==> src/rtl/pocket.sv <==
// Shared bridge-bus types used by the bridge leaf, the host bridge master and the
// internal bridge arbiter.
package pocket;

    localparam int BRIDGE_W = 32;

    typedef logic [BRIDGE_W-1:0] bridge_addr_t;
    typedef logic [BRIDGE_W-1:0] bridge_data_t;

    typedef enum logic [1:0] {
        ARB_IDLE,
        ARB_ISSUE,
        ARB_WAIT,
        ARB_DONE
    } bridge_arb_state_t;

    // Index width for an N-way selector; a 1-way selector still needs one bit.
    function automatic int idx_width(input int n);
        return (n > 1) ? $clog2(n) : 1;
    endfunction

endpackage

==> src/rtl/bridge_rr_picker.sv <==
// Combinational round-robin picker: grants the first set request at or after the
// pointer, wrapping around, as a one-hot vector plus its binary index.
module bridge_rr_picker
    import pocket::*;
#(
    parameter int N     = 2,
    parameter int IDX_W = idx_width(N)
) (
    input  logic [N-1:0]     req,
    input  logic [IDX_W-1:0] pointer,
    output logic [N-1:0]     gnt,
    output logic [IDX_W-1:0] index
);

    logic found;
    int   cand;

    always_comb begin
        gnt   = '0;
        index = '0;
        found = 1'b0;
        cand  = 0;
        for (int i = 0; i < N; i++) begin
            cand = int'(pointer) + i;
            if (cand >= N) begin
                cand = cand - N;
            end
            if (!found && req[cand]) begin
                found     = 1'b1;
                gnt[cand] = 1'b1;
                index     = IDX_W'(cand);
            end
        end
    end

endmodule

==> src/rtl/bridge_arbiter.sv <==
// Shares one downstream bridge bus between NUM_REQ requesters: round-robin grant,
// one single-beat transaction at a time, fixed read latency, per-requester response.
module bridge_arbiter
    import pocket::*;
#(
    parameter int NUM_REQ    = 2,
    parameter int RD_LATENCY = 1
) (
    input  logic                         clk,
    input  logic                         reset_n,
    input  logic [NUM_REQ-1:0]           req_valid,
    input  logic [NUM_REQ-1:0]           req_wr,
    input  logic [NUM_REQ*BRIDGE_W-1:0]  req_addr,
    input  logic [NUM_REQ*BRIDGE_W-1:0]  req_wr_data,
    output logic [NUM_REQ-1:0]           req_ready,
    output logic [NUM_REQ-1:0]           rsp_valid,
    output bridge_data_t                 rsp_rd_data,
    output bridge_addr_t                 bus_addr,
    output bridge_data_t                 bus_wr_data,
    output logic                         bus_wr,
    output logic                         bus_rd,
    input  bridge_data_t                 bus_rd_data,
    output logic                         busy
);

    localparam int IDX_W = idx_width(NUM_REQ);

    if (RD_LATENCY < 1 || RD_LATENCY > 15) begin : g_bad_latency
        $error("bridge_arbiter: RD_LATENCY must be in 1..15");
    end
    if (NUM_REQ < 2 || NUM_REQ > 8) begin : g_bad_num_req
        $error("bridge_arbiter: NUM_REQ must be in 2..8");
    end

    bridge_arb_state_t   state;
    bridge_arb_state_t   state_nxt;
    logic [IDX_W-1:0]    pointer;
    logic [IDX_W-1:0]    gidx;
    logic                wr_q;
    logic [3:0]          lat_cnt;
    logic [NUM_REQ-1:0]  pick_gnt;
    logic [IDX_W-1:0]    pick_idx;
    logic                accept;

    // The requester just served drops to lowest priority on the next arbitration.
    function automatic logic [IDX_W-1:0] ptr_after(input logic [IDX_W-1:0] g);
        if (int'(g) == NUM_REQ - 1) begin
            return '0;
        end
        return g + 1'b1;
    endfunction

    bridge_rr_picker #(
        .N     (NUM_REQ),
        .IDX_W (IDX_W)
    ) u_picker (
        .req     (req_valid),
        .pointer (pointer),
        .gnt     (pick_gnt),
        .index   (pick_idx)
    );

    assign accept = (state == ARB_IDLE) && (|req_valid);

    always_ff @(posedge clk or negedge reset_n) begin
        if (!reset_n) begin
            state <= ARB_IDLE;
        end else begin
            state <= state_nxt;
        end
    end

    always_comb begin
        state_nxt = state;
        req_ready = '0;
        rsp_valid = '0;
        bus_wr    = 1'b0;
        bus_rd    = 1'b0;
        busy      = (state != ARB_IDLE);
        unique case (state)
            ARB_IDLE: begin
                if (accept) begin
                    req_ready = pick_gnt;
                    state_nxt = ARB_ISSUE;
                end
            end
            ARB_ISSUE: begin
                bus_wr    = wr_q;
                bus_rd    = !wr_q;
                state_nxt = wr_q ? ARB_DONE : ARB_WAIT;
            end
            ARB_WAIT: begin
                if (lat_cnt == 4'd0) begin
                    state_nxt = ARB_DONE;
                end
            end
            ARB_DONE: begin
                rsp_valid = NUM_REQ'(1) << gidx;
                state_nxt = ARB_IDLE;
            end
            default: state_nxt = ARB_IDLE;
        endcase
    end

    // Request fields are sampled only in the accept cycle; bus_addr/bus_wr_data then
    // hold until the next accept, including through IDLE.
    always_ff @(posedge clk or negedge reset_n) begin
        if (!reset_n) begin
            pointer     <= '0;
            gidx        <= '0;
            wr_q        <= 1'b0;
            lat_cnt     <= '0;
            bus_addr    <= '0;
            bus_wr_data <= '0;
            rsp_rd_data <= '1;
        end else begin
            if (accept) begin
                gidx        <= pick_idx;
                wr_q        <= req_wr[pick_idx];
                bus_addr    <= req_addr[int'(pick_idx)*BRIDGE_W +: BRIDGE_W];
                bus_wr_data <= req_wr_data[int'(pick_idx)*BRIDGE_W +: BRIDGE_W];
            end
            if (state == ARB_ISSUE) begin
                lat_cnt <= 4'(RD_LATENCY - 1);
            end
            if (state == ARB_WAIT) begin
                if (lat_cnt == 4'd0) begin
                    rsp_rd_data <= bus_rd_data;
                end else begin
                    lat_cnt <= lat_cnt - 1'b1;
                end
            end
            if (state == ARB_DONE) begin
                pointer <= ptr_after(gidx);
            end
        end
    end

endmodule

==> config.mk <==
export PLATFORM = sky130hd
export DESIGN_NAME = bridge_arbiter
export DESIGN_NICKNAME = d
export VERILOG_FILES = /design/src/rtl/pocket.sv /design/src/rtl/bridge_rr_picker.sv /design/src/rtl/bridge_arbiter.sv
export SDC_FILE = /design/constraint.sdc
export NUM_CORES = 1
export LEC_CHECK = 0
export CAP_MARGIN = 20
export CORE_MARGIN = 8
export CORE_UTILIZATION = 37
export CTS_BUF_LIST = sky130_fd_sc_hd__clkbuf_2 sky130_fd_sc_hd__clkbuf_4 sky130_fd_sc_hd__clkbuf_8
export DETAILED_ROUTE_END_ITERATION = 12
export PLACE_DENSITY = 0.8
export SETUP_SLACK_MARGIN = 0.5
export SYNTH_ARGS = -nofsm -noshare
export SYNTH_HDL_FRONTEND = slang
export SYNTH_SLANG_ARGS = --single-unit
==> constraint.sdc <==
create_clock -name clk -period 1.6 [get_ports clk]
set_input_delay 0.32 -clock clk [delete_from_list [all_inputs] [get_ports clk]]
set_output_delay 0.32 -clock clk [all_outputs]
set_load 0.03 [all_outputs]
**Word-level counts from Yosys, hierarchy flattened**

Cells that the tools add are included.
W data, S select, Z words.

- Register bits after elaboration: 105
- Input bits: 166
- Output and inout bits: 103
- Logic and storage cells: 76

- $add $sub $neg: 5
- Magnitude comparators: 7
- Equality and inequality tests: 5
- Shift-type cells: 3
- Muxes and demuxes: 35
- Bitwise gates (word level): 1
- Reductions and logical operators: 12

Operators by type and width:

| operator | count |
|---|---|
| $shiftx A64 B7 Y32 | 2 |
| $ge A32 B1 Y1 const B | 2 |
| $lt A32 B3 Y1 const B | 2 |
| $mux W32 | 2 |
| $ge A32 B3 Y1 const B | 1 |
| $sub A32 B3 Y32 const B | 1 |
| $mux W1 | 20 |
| $mux W2 | 7 |
| $mux W4 | 3 |
| $pmux W2 S4 | 1 |
| $eq A2 B2 Y1 const B | 2 |
| $logic_and A1 B1 Y1 | 4 |
| $logic_not A4 Y1 | 1 |
| $ne A2 B2 Y1 const B | 2 |
| $reduce_and A2 Y1 | 2 |
| $sub A4 B1 Y4 const B | 1 |
| $sub A1 B2 Y3 const B | 1 |
| $add A1 B1 Y2 const B | 1 |
| $demux W1 S1 | 2 |
| $eq A2 B1 Y1 const B | 1 |
| $ge A1 B2 Y1 const B | 1 |
| $logic_not A1 Y1 | 2 |
| $logic_not A2 Y1 | 1 |
| $lt A1 B2 Y1 const B | 1 |
| 5 further kinds | 5 |

**Longest topological paths before layout**

- Depth in word-level cells: 11
- Depth in mapped cells: 8

**By module**

Synthesis repeated with hierarchy kept, for this count alone.

- Cell total of the unflattened synthesis: 407
- Area total of the unflattened synthesis: 4,740.8 sq um

By module, submodules not included:

| module | instances | cells each | area each (sq um) | sequential area each (sq um) |
|---|---|---|---|---|
| bridge_arbiter | 1 | 403 | 4,710.8 | 2,667.6 |
| bridge_rr_picker | 1 | 4 | 30.0 | 0.0 |

**Worst setup path before layout**

OpenSTA, ideal clock, no wires.

- Path type: flip-flop to output port
- Start: register state[0]
- End: output req_ready[1]
- Arrival time: 1.670 ns
- Data required time: 1.280 ns
- Path slack: -0.390 ns
- Stages on the path, launching flop included: 5
- Cells stage by stage: dfrtp_1 > inv_1 > ha_1 > inv_1 > nor3_1

- Word-level cells in the longest chain between the ends: 4

Ends and longest elaborated chain:

| element | RTL line | RTL |
|---|---|---|
| start, declared | bridge_arbiter.sv:35 | `bridge_arb_state_t state;` |
| start signal, assigned | bridge_arbiter.sv:69 | `state <= state_nxt;` |
| $logic_not A2 Y1 (*) | bridge_arbiter.sv:63, bridge_arbiter.sv:80 |  |
| $logic_and A1 B1 Y1 | bridge_arbiter.sv:63 | `assign accept = (state == ARB_IDLE) && (\|req_valid);` |
| $mux W2 | bridge_arbiter.sv:82 | `if (accept) begin` |
| $mux W2 (*) | bridge_arbiter.sv:80 | `unique case (state)` |
| end, declared | bridge_arbiter.sv:15 | `output logic [NUM_REQ-1:0] req_ready,` |

Every way passes the cells marked *; elsewhere a longest branch is shown, timed or not.

**Worst setup path after layout**

- Start: register lat_cnt[0]
- End: register rsp_rd_data[13]

- Word-level cells in the longest chain between the ends: 2

Ends and longest elaborated chain:

| element | RTL line | RTL |
|---|---|---|
| start, declared | bridge_arbiter.sv:40 | `logic [3:0] lat_cnt;` |
| start signal, assigned | bridge_arbiter.sv:124 | `lat_cnt <= 4'(RD_LATENCY - 1);` |
| start signal, assigned | bridge_arbiter.sv:130 | `lat_cnt <= lat_cnt - 1'b1;` |
| $logic_not A4 Y1 | bridge_arbiter.sv:127 | `if (lat_cnt == 4'd0) begin` |
| $reduce_and A2 Y1 (no line) | - |  |
| end signal, assigned | bridge_arbiter.sv:128 | `rsp_rd_data <= bus_rd_data;` |
| end, declared | bridge_arbiter.sv:17 | `output bridge_data_t rsp_rd_data,` |

Every way passes these cells.
A chain may end at the register's enable or synchronous reset.

==> run summary <==
Status -> finished with violations
Failing checks -> setup timing
# setup viols final -> 95
Synth Register Bits -> 105
Place WS -> -219 ps
Fin crit share -> 116%
CTS buffer count -> 9
Top cell type's share of synthesized area -> 36.2%
Slowest stage delay, CP -> 420 ps
Ports -> 269
H-tree levels -> 3
P_leak -> 4.14 nW
RSZ-0062 raised after global routing -> yes
Gr ovfl total -> 0
Drt first pass iters -> 5
CP cell instances -> inv_1 > ha_2 > or3b_4 > nor2_8 > buf_12 > mux2_2
Library cells used by synthesis -> 31
Setup ws final -> -263 ps
Critical-path top delay cell -> or3b_4
Syn_area_per_cell -> 10.2 um^2
Critical path type -> reg2reg
DR iter-0 viols -> 330
Gpl congestion -> 0.813
Gr usage total -> 21.3%
First-pass GRT wire length -> 30.0 mm
Hold Vio Cnt, Final -> 0
# clock sinks -> 105
Nets -> 1012
Drt wl/cell -> 22.8 um
IO buf count -> 268
Vias per cell -> 5.42
Peak fanout along the critical path -> 20
IR drop worst, VDD -> 0.940 mV
Comb pwr share -> 67.1%
TritonCTS clock tree -> done
Post-DP HPWL -> 13.2 mm
Synth warnings -> 0
Clock root buffer -> clkbuf_8
Drc violations -> 0
Clock slew at reported path FFs -> 100 ps
Fill cell count -> 783
Max Cap Violations -> 0
ANT nets after route -> 0
Core footprint -> 13300 um^2
Vias in the first global route -> 5402
Largest area contributor in the netlist -> dfrtp_1
Layout area overhead -> 105%
CP required -> 1900 ps
Power per cell area -> 2110 nW/um^2
Syn nets -> 663
Post-synth top flop -> dfrtp_1
Max Clk Rate -> 0.537 GHz
Share of layout cells above drive strength 1 -> 45.9%
Routed wl met2 -> 11.8 mm
Synthesized area -> 5040 um^2
Reg2Reg Depth -> 6
Starting density of the core -> 37.9%
Sequential Power Share -> 24.8%
Die ar. -> 17600 um^2
Most common cell after layout, fill and taps aside -> clkdlybuf4s50_1
Top Metal Used -> met4
Worst-margin pin slew -> 425 ps
Hold WS -> 406 ps
Met3 Wirelength -> 1.87 mm
Chip width -> 133 um
Via count -> 5536
Row Count -> 42
Post-route cell area -> 10300 um^2
Most frequent cells in the layout -> 163 x clkdlybuf4s50_1, 120 x buf_6, 73 x dfrtp_1, 66 x nand3b_1, 66 x o21ai_0
Final min period -> 1860 ps
Area of the multi-input gates -> 2920 um^2
M1 WL -> 8.77 mm
Sw frac -> 41.8%
Clock network power share -> 8.0%
Clock Path Buffers -> 2
Max-slew violations -> 0
Seq/Total Area, Yosys -> 52.9%
Chip height -> 133 um
Post-synth ARST share -> 100%
Fin util -> 77.6%
Skew-Pair Late Insertion Delay -> 380 ps
Top post-synthesis cells by area -> dfrtp_1 36%, dfstp_2 17%, nand3b_1 9.8%
Arrival time at the worst endpoint -> 2170 ps
Internal power -> 0.0127 W
Class of the worst hold path -> in2async
Clk_skew -> 11.0 ps
Setup crit start kind -> flop
Antenna violations before repair -> 0
Synth Instances -> 492
Crit. End Element -> flop
Register area -> 2670 um^2
ANT cells -> 0
Final total power -> 0.0218 W
Pin count of the biggest net entering global routing -> 72
Slew headroom -> 71.4%
Post-DP Area -> 8150 um^2
Switch Pwr -> 0.00911 W
Post-synth EDFFs -> 0
Final wirelength -> 23.3 mm
[synthesized netlist by cell type (2+ instances only)]
master	instances
dfrtp_1	73
nor2_1	70
o21ai_0	67
nand3b_1	66
a31oi_1	65
dfstp_2	32
clkbuf_1	24
mux2_2	23
buf_2	14
mux2_1	10
inv_1	9
buf_1	6
ha_1	5
buf_6	3
mux2i_1	3
nand2_1	3
and2_1	2
nand2b_1	2
nor2b_1	2
nor3_1	2
[final timing paths]
| check | startpoint | to | slack [ps] |
|---|---|---|---|
| setup reg to reg | lat_cnt[0] | rsp_rd_data[13] | -260 |
| max in group asynchronous | reset_n | rsp_rd_data[22] | 590 |
| hold reg to reg | bus_addr[30] | bus_addr[30] | 580 |
| setup / recovery | lat_cnt[0] | rsp_rd_data[13] | -260 |
| min in group clk | req_wr_data[28] | bus_wr_data[28] | 510 |
| hold / removal | reset_n | pointer | 410 |
[sequential cells by signal, summed over array words and instances (netlist names)]
name and flops:
bus_addr 32, state 2, pointer 1, gidx 1
bus_wr_data 32, lat_cnt 4, wr_q 1, rsp_rd_data 32
[power groups by stage]
| stage | combinational [W] | clock, W | sequential, W |
|---|---|---|---|
| 4_1_cts | 0.0115 | 0.00175 | 0.00524 |
| 3_5_place_dp | 0.00973 | 0 | 0.00506 |
| 3_3_place_gp | 0.00952 | 0 | 0.00499 |
| 2_1_floorplan | 0.00324 | 0 | 0.00750 |
| 5_1_grt | 0.0153 | 0.00189 | 0.00555 |
| 6_report | 0.0146 | 0.00174 | 0.00541 |
[what timing repair did]
action	4_1_cts	5_1_grt
hold buffers	1	0
endpoints found under the hold margin	8	0
resized for setup	694	128
cloned	7	12
endpoints found under the setup margin	207	207
pin swaps	3	7
setup buffers	33	41
[layout make-up]
cell class / count / share of cell area (%)
Multi-Input combinational cell: 332 / 28.3
Timing Repair Buffer: 384 / 41.4
Clock buffer: 12 / 1.42
Clock inverter: 4 / 0.522
Tap cell: 176 / 2.14
Sequential cell: 105 / 25.9
Inverter: 9 / 0.364
[stage by stage]
stage	instances	TNS [ps]
after floorplan	492	-3850
after global placement	912	-7310
after detailed placement	912	-11240
after CTS	969	-8590
after global routing	1022	-16560
final	1022	-12290
[critical path, delay by kind of cell, from the launching register on]
| kind | cells | cell delay, ps |
|---|---|---|
| flops | 1 | 390 |
| buf+inv | 2 | 270 |
| mux | 1 | 360 |
| simple gates | 2 | 580 |
| fa+ha+maj | 1 | 180 |
[per-layer routing]
metal,up-vias,GRT usage [%]
li1,2461,-
met1,2735,23.7
met2,286,36.6
met3,54,7.08
met4,0,8.58
met5,-,0
[cells by family after synthesis]
kind of cell / count (synthesis) / share of synthesized area, %
simple gates: 151 / 17.1
compound gates: 139 / 15.9
flops: 105 / 52.9
buf+inv: 56 / 4.96
mux: 36 / 7.97
fa+ha+maj: 5 / 1.24
Power figures use the tool's default switching activity.
